File: src/rtl/ex_div_unit_pkg.sv
// ex_div_unit_pkg
//   Shared definitions for the EX-stage divider.
//   - Default operand width and iteration counter width.
//   - Divider FSM state codes (free / divide-by-zero / running / result).
//   - Ready / not-ready encodings of div_ready.
package ex_div_unit_pkg;

  localparam int DIV_DW    = 32;
  localparam int DIV_CNT_W = 6;

  typedef enum logic [1:0] {
    DIV_FREE    = 2'd0,
    DIV_BY_ZERO = 2'd1,
    DIV_ON      = 2'd2,
    DIV_END     = 2'd3
  } div_state_e;

  localparam logic DIV_RESULT_READY     = 1'b1;
  localparam logic DIV_RESULT_NOT_READY = 1'b0;

endpackage

File: src/rtl/ex_div_unit_step.sv
// ex_div_unit_step
//   One combinational restoring-division iteration (the div_step
//   operation). The working register holds {remainder, quotient}:
//   the pair is shifted left by one, the divisor magnitude is
//   trial-subtracted from the shifted remainder and, when the result
//   is non-negative, the remainder is replaced and the new quotient
//   bit is set.
// Ports
//   rem_quo      in   2*DW  current {remainder, quotient}
//   divisor      in   DW    divisor magnitude
//   rem_quo_nxt  out  2*DW  {remainder, quotient} after this step
module ex_div_unit_step #(
  parameter int DW = 32
) (
  input  logic [2*DW-1:0] rem_quo,
  input  logic [DW-1:0]   divisor,
  output logic [2*DW-1:0] rem_quo_nxt
);

  // The remainder entering a step is below the divisor, so after the
  // shift it needs DW+1 bits. The trial difference is then either in
  // [0, divisor) with bit DW clear, or negative with bit DW set, which
  // makes bit DW a clean "did not fit" flag.
  logic [DW:0] partial;
  logic [DW:0] trial;
  logic        fits;

  assign partial = rem_quo[2*DW-1:DW-1];
  assign trial   = partial - {1'b0, divisor};
  assign fits    = ~trial[DW];

  always_comb begin
    rem_quo_nxt = {rem_quo[2*DW-2:0], 1'b0};
    if (fits) begin
      rem_quo_nxt = {trial[DW-1:0], rem_quo[DW-2:0], 1'b1};
    end
  end

endmodule

File: src/rtl/ex_div_unit.sv
// ex_div_unit
//   Multi-cycle integer divider in the EX stage (MIPS DIV / DIVU).
//   Raises stallreq_from_ex while a divide is outstanding so the stall
//   controller freezes PC/IF/ID/EX; the result goes to the HI/LO path.
//   Optional build macro: DIV_EARLY_OUT_EN -- when |dividend| < |divisor|
//   the result (quotient 0, remainder = dividend) is produced one cycle
//   after issue instead of running all DW iterations.
// Ports
//   clk              in   1     pipeline clock
//   rst              in   1     synchronous, active-high reset
//   div_start        in   1     held by EX from issue until it sees div_ready
//   div_signed       in   1     1 = DIV (two's complement), 0 = DIVU
//   div_opdata1      in   DW    dividend
//   div_opdata2      in   DW    divisor
//   div_annul        in   1     cancel the current operation
//   div_result       out  2*DW  {remainder (HI), quotient (LO)}
//   div_ready        out  1     div_result valid
//   stallreq_from_ex out  1     stall request
//   dbg_state        out  2     current FSM state code
// Handshake: EX raises div_start with stable operands and keeps it high
//   until it samples div_ready=1; the unit then holds the result while
//   div_start stays high and returns to idle the cycle after it drops.
module ex_div_unit
  import ex_div_unit_pkg::*;
#(
  parameter int DW    = DIV_DW,
  parameter int CNT_W = DIV_CNT_W
) (
  input  logic            clk,
  input  logic            rst,
  input  logic            div_start,
  input  logic            div_signed,
  input  logic [DW-1:0]   div_opdata1,
  input  logic [DW-1:0]   div_opdata2,
  input  logic            div_annul,
  output logic [2*DW-1:0] div_result,
  output logic            div_ready,
  output logic            stallreq_from_ex,
  output logic [1:0]      dbg_state
);

  div_state_e        state, state_nxt;
  logic [CNT_W-1:0]  cnt;
  logic [DW-1:0]     dvs_mag;
  logic [2*DW-1:0]   rem_quo;
  logic [2*DW-1:0]   step_out;
  logic              neg_quo;
  logic              neg_rem;

  // Operand magnitudes; DIVU treats both operands as non-negative.
  logic              op1_neg, op2_neg;
  logic [DW-1:0]     op1_mag, op2_mag;
  logic              early_out;

  assign op1_neg = div_signed & div_opdata1[DW-1];
  assign op2_neg = div_signed & div_opdata2[DW-1];
  assign op1_mag = op1_neg ? (~div_opdata1 + 1'b1) : div_opdata1;
  assign op2_mag = op2_neg ? (~div_opdata2 + 1'b1) : div_opdata2;

`ifdef DIV_EARLY_OUT_EN
  assign early_out = (op1_mag < op2_mag);
`else
  assign early_out = 1'b0;
`endif

  ex_div_unit_step #(.DW(DW)) u_step (
    .rem_quo     (rem_quo),
    .divisor     (dvs_mag),
    .rem_quo_nxt (step_out)
  );

  // Sign fix-up applied to the final step: quotient negative when the
  // operand signs differ, remainder follows the dividend sign. The
  // 0x80000000 / -1 case wraps naturally to 0x80000000.
  logic [DW-1:0] quo_fix, rem_fix;
  assign quo_fix = neg_quo ? (~step_out[DW-1:0] + 1'b1) : step_out[DW-1:0];
  assign rem_fix = neg_rem ? (~step_out[2*DW-1:DW] + 1'b1) : step_out[2*DW-1:DW];

  logic            load_op;
  logic            do_step;
  logic            res_load;
  logic [2*DW-1:0] res_val;

  always_comb begin
    state_nxt = state;
    load_op   = 1'b0;
    do_step   = 1'b0;
    res_load  = 1'b0;
    res_val   = '0;
    case (state)
      DIV_FREE: begin
        if (div_start && !div_annul) begin
          if (div_opdata2 == '0) begin
            state_nxt = DIV_BY_ZERO;
          end else if (early_out) begin
            state_nxt = DIV_END;
            res_load  = 1'b1;
            res_val   = {div_opdata1, {DW{1'b0}}};
          end else begin
            state_nxt = DIV_ON;
            load_op   = 1'b1;
          end
        end
      end
      DIV_BY_ZERO: begin
        if (div_annul) begin
          state_nxt = DIV_FREE;
        end else begin
          state_nxt = DIV_END;
          res_load  = 1'b1;
        end
      end
      DIV_ON: begin
        if (div_annul) begin
          state_nxt = DIV_FREE;
        end else begin
          do_step = 1'b1;
          if (cnt == CNT_W'(DW - 1)) begin
            state_nxt = DIV_END;
            res_load  = 1'b1;
            res_val   = {rem_fix, quo_fix};
          end
        end
      end
      DIV_END: begin
        if (div_annul || !div_start) begin
          state_nxt = DIV_FREE;
        end
      end
      default: state_nxt = DIV_FREE;
    endcase
  end

  always_ff @(posedge clk) begin
    if (rst) begin
      state      <= DIV_FREE;
      cnt        <= '0;
      dvs_mag    <= '0;
      rem_quo    <= '0;
      neg_quo    <= 1'b0;
      neg_rem    <= 1'b0;
      div_result <= '0;
    end else begin
      state <= state_nxt;
      if (load_op) begin
        cnt     <= '0;
        dvs_mag <= op2_mag;
        rem_quo <= {{DW{1'b0}}, op1_mag};
        neg_quo <= op1_neg ^ op2_neg;
        neg_rem <= op1_neg;
      end
      if (do_step) begin
        rem_quo <= step_out;
        cnt     <= cnt + 1'b1;
      end
      if (res_load) begin
        div_result <= res_val;
      end
    end
  end

  assign div_ready        = (state == DIV_END) ? DIV_RESULT_READY : DIV_RESULT_NOT_READY;
  assign stallreq_from_ex = div_start & ~div_ready;
  assign dbg_state        = state;

endmodule

File: config.mk
export PLATFORM = sky130hd
export DESIGN_NAME = ex_div_unit
export DESIGN_NICKNAME = d
export VERILOG_FILES = /design/src/rtl/ex_div_unit_pkg.sv /design/src/rtl/ex_div_unit_step.sv /design/src/rtl/ex_div_unit.sv
export SDC_FILE = /design/constraint.sdc
export NUM_CORES = 1
export LEC_CHECK = 0
export ABC_AREA = 1
export ABC_CLOCK_PERIOD_IN_PS = 3500
export CORE_ASPECT_RATIO = 0.9
export CORE_UTILIZATION = 47
export CTS_CLUSTER_DIAMETER = 150
export DETAILED_ROUTE_END_ITERATION = 10
export PLACE_DENSITY = 0.73
export REMOVE_ABC_BUFFERS = 1
export SYNTH_ARGS = -nofsm -noshare
export SYNTH_HDL_FRONTEND = slang
export SYNTH_HIERARCHICAL = 1
export SYNTH_SLANG_ARGS = --single-unit
File: constraint.sdc
create_clock -name clk -period 3.5 [get_ports clk]
set_input_delay 1.05 -clock clk [delete_from_list [all_inputs] [get_ports clk]]
set_output_delay 1.05 -clock clk [all_outputs]
set_load 0.005 [all_outputs]
==> reports/qor.yml, run 1 <==
outcome: "finished, final reports clean"
die_h_microns: 160.6
yosysTopAreaCellShare_pct: 25.89
drcViolationCount: 0
p_per_area_mw_per_mm2: 757.5
synth_seq_cells: 170
cts_buffers: 17
routed_wl_mm: 43.09
clkTransAtPathRegs_ns: 0.07
yosys_warnings: 6
vias_per_cell: 5.341
finalNetCount: 2501
fin_crit_ns: 3.317
synth_edf_count: 0
startpoint_type: "flip-flop"
slew_viol_final: 0
worstPathMaxFanout: 5
track_usage_pct: 29.92
endpoint_kind: "flip-flop"
clk_path_buf_depth: 2
worstPathArrival_ns: 3.70
peakVddDrop_v: 0.0004496
syn_area_per_cell_sq_um: 5.795
dp_slack_ns: 0.009589
via_count: 14730
port_buffers: 136
regArea_sq_mm: 0.003415
first_global_vias: 13170
dp_hpwl_mm: 32.99
dieArea_sq_mm: 0.02864
instances_no_fill: 2757
io_pins: 137
async_flop_share_pct: 0
tritoncts: "yes"
routabilityCongestion: 0.9912
cp.required_ns: 3.88
synthCells: 2268
finClkSkew_ns: 0.01697
core_sq_mm: 0.02724
antenna_found_initial: 0
multi_input_area_sq_mm: 0.008277
drive_above_1_share_pct: 8.448
ys_top_cells_by_count: "807 x nand2_1, 287 x inv_1, 201 x a21oi_1, 181 x nor2_1"
worst_slack_ns: 0.1826
grt_overflow: 0
fp.dieW_microns: 178.3
worst_pin_slew_ns: 0.6978
yosys.area.top_type: "dfxtp_1"
fillerInstances: 2755
root_buffer: "clkbuf_16"
synth_ff_type: "dfxtp_1"
wl_per_cell_microns: 15.63
hold_viol_final: 0
antenna_left: 0
yosysSeqAreaShare_pct: 25.89
rows: 57
synth_area_sq_mm: 0.01314
synth_area_leaders: "dfxtp_1 26%, nand2_1 23%, inv_1 8.2%"
relSlewSlack_pct: 53.08
grt_first_pass_wirelength_mm: 68.22
start_util_pct: 48.24
hold_class: "flip-flop to flip-flop"
cts.sinks: 170
p_leak_uw: 0.007289
dp_cells: 2714
grt_max_degree: 137
critical_path_class: "flip-flop to flip-flop"
setup_viol: 0
utilization_pct: 57.91
clk-insertion-delay-late_ns: 0.45
cts-htree-levels: 4
min_period_over_period_pct: 94.78
rsz0062_at_grt: "yes"
synth_cell_types: 45
drt-initial-drc-count: 1438
area_growth_pct: 20.05
synth_most_common_cell: "nand2_1"
fmax_ghz: 0.3014
max_cap_viol_count: 0
antenna_cells_inserted: 0
drt_pass1_iterations: 7
[timing repair]
item / CTS / global route
hold buffers: 0 / 0
gates cloned: 0 / 3
resized for setup: 1 / 80
setup buffers: 0 / 8
endpoints found under the setup margin: 1 / 35
pin swaps: 0 / 18
[final timing paths]
check | to | cells after the start | slack (ns) | startpoint
setup / recovery | div_result[51]$_SDFFE_PP0P_ | 27 | 0.18 | rem_quo[31]$_SDFFE_PP0P_
hold reg to reg | div_result[0]$_SDFFE_PP0P_ | 2 | 0.46 | div_result[0]$_SDFFE_PP0P_
hold / removal | div_result[0]$_SDFFE_PP0P_ | 2 | 0.46 | div_result[0]$_SDFFE_PP0P_
setup reg to reg | div_result[51]$_SDFFE_PP0P_ | 27 | 0.18 | rem_quo[31]$_SDFFE_PP0P_
[sequential cells by signal, indices dropped and copies added (netlist names)]
register	flops
neg_rem	1
div_result	64
neg_quo	1
cnt	6
rem_quo	64
dvs_mag	32
dbg_state	2
[cell type report]
type	instances	area share, %
Clock buffer	23	2.966
Clock inverter	9	0.4203
Inverter	295	7.018
Multi-Input combinational cell	1696	52.46
Sequential cell	170	21.64
Tap cell	354	2.807
Timing Repair Buffer	210	12.69
[cell families (layout without fill, tap and decap cells)]
kind of cell             after synthesis  count (layout)  share of synthesized area, %
XOR/XNOR                              64              64                         4.265
AO/OA/AOI/OAI                        336             336                         13.54
flip-flops                           170             170                         25.89
AND/OR/NAND/NOR                     1252            1254                         39.16
adder cells (fa/ha/maj)               42              42                         4.056
buffers and inverters                404             537                         13.09
[power by group]
part	switching (uW)	total (uW)	internal (uW)	leakage, uW
logic	5060	7870	2810	0.00566
registers	178	2300	2120	0.00138
clock network	831	1780	947	0.000250
total	6070	12000	5880	0.00729
[cells in the final DEF (no fill, tap or decap), types with 4 or more instances in the layout]
cell type,count
xor2_1,55
xnor2_1,8
inv_1,280
clkinvlp_4,4
ha_1,31
a21oi_1,197
a31oi_1,11
and2_1,4
nand2_4,5
ha_2,7
nor2_4,4
a21oi_2,5
nor3_1,19
or2_2,8
dfxtp_2,9
o21bai_1,9
buf_12,6
inv_2,12
nand4_1,30
nor2_2,13
o211ai_1,5
dfxtp_1,161
nand2_2,21
clkdlybuf4s50_1,135
buf_4,65
nand3_1,165
o22ai_1,7
nand2_1,794
clkbuf_1,4
nor2_1,169
clkbuf_16,17
nand3b_1,8
o21ai_0,86
[per-layer routing]
| layer | track usage, % | share of wire, % | wire length (microns) |
|---|---|---|---|
| met1 | 45.02 | 48 | 20750 |
| met4 | 6.279 | 1.3 | 540 |
| met5 | 0 | 0 | 0 |
| met3 | 4.806 | 7.8 | 3381 |
| met2 | 44.32 | 43 | 18420 |
[worst max-delay path: stages (launching register included)]
cell,delay (ns)
dfxtp_2,0.33
inv_1,0.04
ha_2,0.19
fa_2,0.39
inv_1,0.08
nand2_1,0.05
nand2_1,0.07
nand3_1,0.08
nand2_2,0.08
nand2_1,0.06
nand2_2,0.08
nand2_4,0.08
nand3_4,0.11
nand2_4,0.07
buf_4,0.14
nand2_1,0.08
nand2_2,0.09
inv_2,0.07
nand2_2,0.06
nor3_2,0.22
nand2_2,0.11
nor2_4,0.15
buf_6,0.13
nand2_1,0.05
nand2_1,0.06
xor2_1,0.15
nand2_1,0.08
a21oi_2,0.14
[stage by stage]
| step | power (uW) | cell area (sq um) | setup TNS (ns) | hold WS (ns) |
|---|---|---|---|---|
| 6_report | 11950 | 15780 | 0 | 0.4615 |
| 5_1_grt | 12980 | 15780 | -0.3449 | 0.4840 |
| 4_1_cts | 11140 | 15440 | 0 | 0.4632 |
| 3_5_place_dp | 9343 | 14900 | 0 | 0.4539 |
| 3_3_place_gp | 9287 | 14900 | 0 | 0.4495 |
| 2_1_floorplan | 7104 | 12530 | -41.42 | 0.4349 |
Power figures use the tool's default switching activity.
==> run 2, diff against run 1 <==
Settings changed: CTS_BUF_LIST set to sky130_fd_sc_hd__clkbuf_4 sky130_fd_sc_hd__clkbuf_8, SLEW_MARGIN set to 30.
==> run 2 against run 1 <==
Utilization fell by 0.55 points. Wire length fell by 0.65%. Setup slack got worse by 0.023 ns. First-iteration DRC count rose by 2.9%. Flip-flop and latch count did not move. Die area did not move. Combinational power barely moved. Global-route usage fell by 0.12 points. Worst hold slack improved by 0.0053 ns. Critical endpoint unchanged. Sequential share of layout area rose by 0.21 points. Largest power group unchanged. Power fell by 3.8%. Register-to-register slack got worse by 0.02 ns.
==> reports/qor.yml, run 2 (synthesis results as in run 1) <==
endpoint_kind: "flip-flop"
max_cap_viol_count: 0
finClkSkew_ns: 0.02338
fmax_ghz: 0.2994
root_buffer: "clkbuf_8"
final_common_cell: "nand2_1"
p_per_area_mw_per_mm2: 735.9
cp.required_ns: 3.93
antenna_cells_inserted: 0
grt_max_degree: 137
worstPathArrival_ns: 3.77
clk-insertion-delay-late_ns: 0.49
routed_wl_mm: 42.81
hold_viol_final: 0
drcViolationCount: 0
outcome: "finished, final reports clean"
worst_pin_slew_ns: 0.6641
fin_setup_tns_ns: 0
track_usage_pct: 29.80
hold_class: "flip-flop to flip-flop"
drt_pass1_iterations: 8
share_comb_of_total_power_pct: 68.5
peakVddDrop_v: 0.0004226
cts-htree-levels: 4
start_util_pct: 48.24
antenna_found_initial: 0
sw_frac_of_total_pct: 52.20
fin_crit_ns: 3.340
slew_viol_final: 0
rows: 57
drive_above_1_share_pct: 8.656
first_global_vias: 13100
p_leak_uw: 0.007220
crit_slowest_cell: "fa_2"
p_clk_share_pct: 11.5
cts_buffers: 17
relSlewSlack_pct: 55.35
worstPathMaxFanout: 5
cts.sinks: 170
wl_per_cell_microns: 15.53
core_sq_mm: 0.02724
io_pins: 137
drt-initial-drc-count: 1479
tritoncts: "yes"
utilization_pct: 57.36
worst_slack_ns: 0.1596
layout_common_cells: "794 x nand2_1, 280 x inv_1, 196 x a21oi_1"
cpMostUsedCell: "nand2_1"
dieArea_sq_mm: 0.02864
dp_slack_ns: 0.009589
clkTransAtPathRegs_ns: 0.10
grt_first_pass_wirelength_mm: 67.97
vias_per_cell: 5.337
fp.dieW_microns: 178.3
crit_path_max_incr_delay_ns: 0.39
seq_power_share_pct: 20.0
p_sw_uw: 6003
routabilityCongestion: 0.9912
internal_power_uw: 5498
via_count: 14720
port_buffers: 136
setup_viol: 0
die_h_microns: 160.6
startpoint_type: "flip-flop"
min_period_over_period_pct: 95.44
critical_path_class: "flip-flop to flip-flop"
antenna_left: 0
dp_hpwl_mm: 32.99
finalNetCount: 2501
grt_overflow: 0
top_regs: "div_result x64, rem_quo x64, dvs_mag x32"
clk_path_buf_depth: 2
area_growth_pct: 18.91
[run 2: power groups by stage]
stage               clock (uW)  combinational, uW  sequential (uW)
global placement             0               6960             2320
finish                    1330               7880             2300
floorplan                    0               4810             2290
CTS                       1350               7050             2290
global route              1430               8790             2320
detailed placement           0               7010             2330
[run 2: final timing paths]
| kind | start | end | slack, ns | depth (start not counted) |
|---|---|---|---|---|
| max | rem_quo[31]$_SDFFE_PP0P_ | div_result[51]$_SDFFE_PP0P_ | 0.16 | 27 |
| min | div_result[0]$_SDFFE_PP0P_ | div_result[0]$_SDFFE_PP0P_ | 0.47 | 2 |
| max reg2reg | rem_quo[31]$_SDFFE_PP0P_ | div_result[51]$_SDFFE_PP0P_ | 0.16 | 27 |
| min reg2reg | div_result[0]$_SDFFE_PP0P_ | div_result[0]$_SDFFE_PP0P_ | 0.47 | 2 |
[run 2: critical path: cells and delay by family (launching register included)]
kind / cells / cell delay [ns]
flops: 1 / 0.34
simple gates: 18 / 1.58
xor+xnor: 1 / 0.15
fa+ha+maj: 2 / 0.58
buf+inv: 5 / 0.46
compound gates: 1 / 0.14
[run 2: stage by stage]
stage / hold slack [ns] / cell area (sq um) / total power (uW) / std cells
2_1_floorplan: 0.4349 / 12530 / 7104 / 2159
3_3_place_gp: 0.4495 / 14900 / 9287 / 2714
3_5_place_dp: 0.4539 / 14900 / 9343 / 2714
4_1_cts: 0.4668 / 15260 / 10690 / 2746
5_1_grt: 0.4882 / 15630 / 12540 / 2757
6_report: 0.4668 / 15630 / 11500 / 2757
[run 2: cell type report]
type / instances / area, sq um
Clock buffer: 23 / 291.5
Clock inverter: 9 / 66.31
Fill cell: 2793 / 11620
Inverter: 295 / 1107
Multi-Input combinational cell: 1696 / 8303
Sequential cell: 170 / 3415
Tap cell: 354 / 442.9
Timing Repair Buffer: 210 / 2002
[run 2: metal layers]
metal  track usage, %  vias to the layer above  routed length (microns)
met1            45.17                     6718                    20800
met5                0                        -                        0
li1                 -                     7389                        -
met4            6.356                        0                      535
met2            43.99                      569                    18020
met3            4.403                       39                     3451
[run 2: repair_timing]
action | CTS | global route
cloned | 0 | 3
pin swaps | 0 | 23
hold endpoints to repair | 0 | 0
gates resized for setup | 1 | 82
hold buffers | 0 | 0
buffers inserted | 0 | 8
endpoints found under the setup margin | 1 | 35
==> run 3, diff against run 2 <==
Settings changed: CTS_BUF_LIST sky130_fd_sc_hd__clkbuf_4 sky130_fd_sc_hd__clkbuf_8 to unset.
==> results of run 3 <==
Final layout, timing and power as in run 1 (identical DEF).
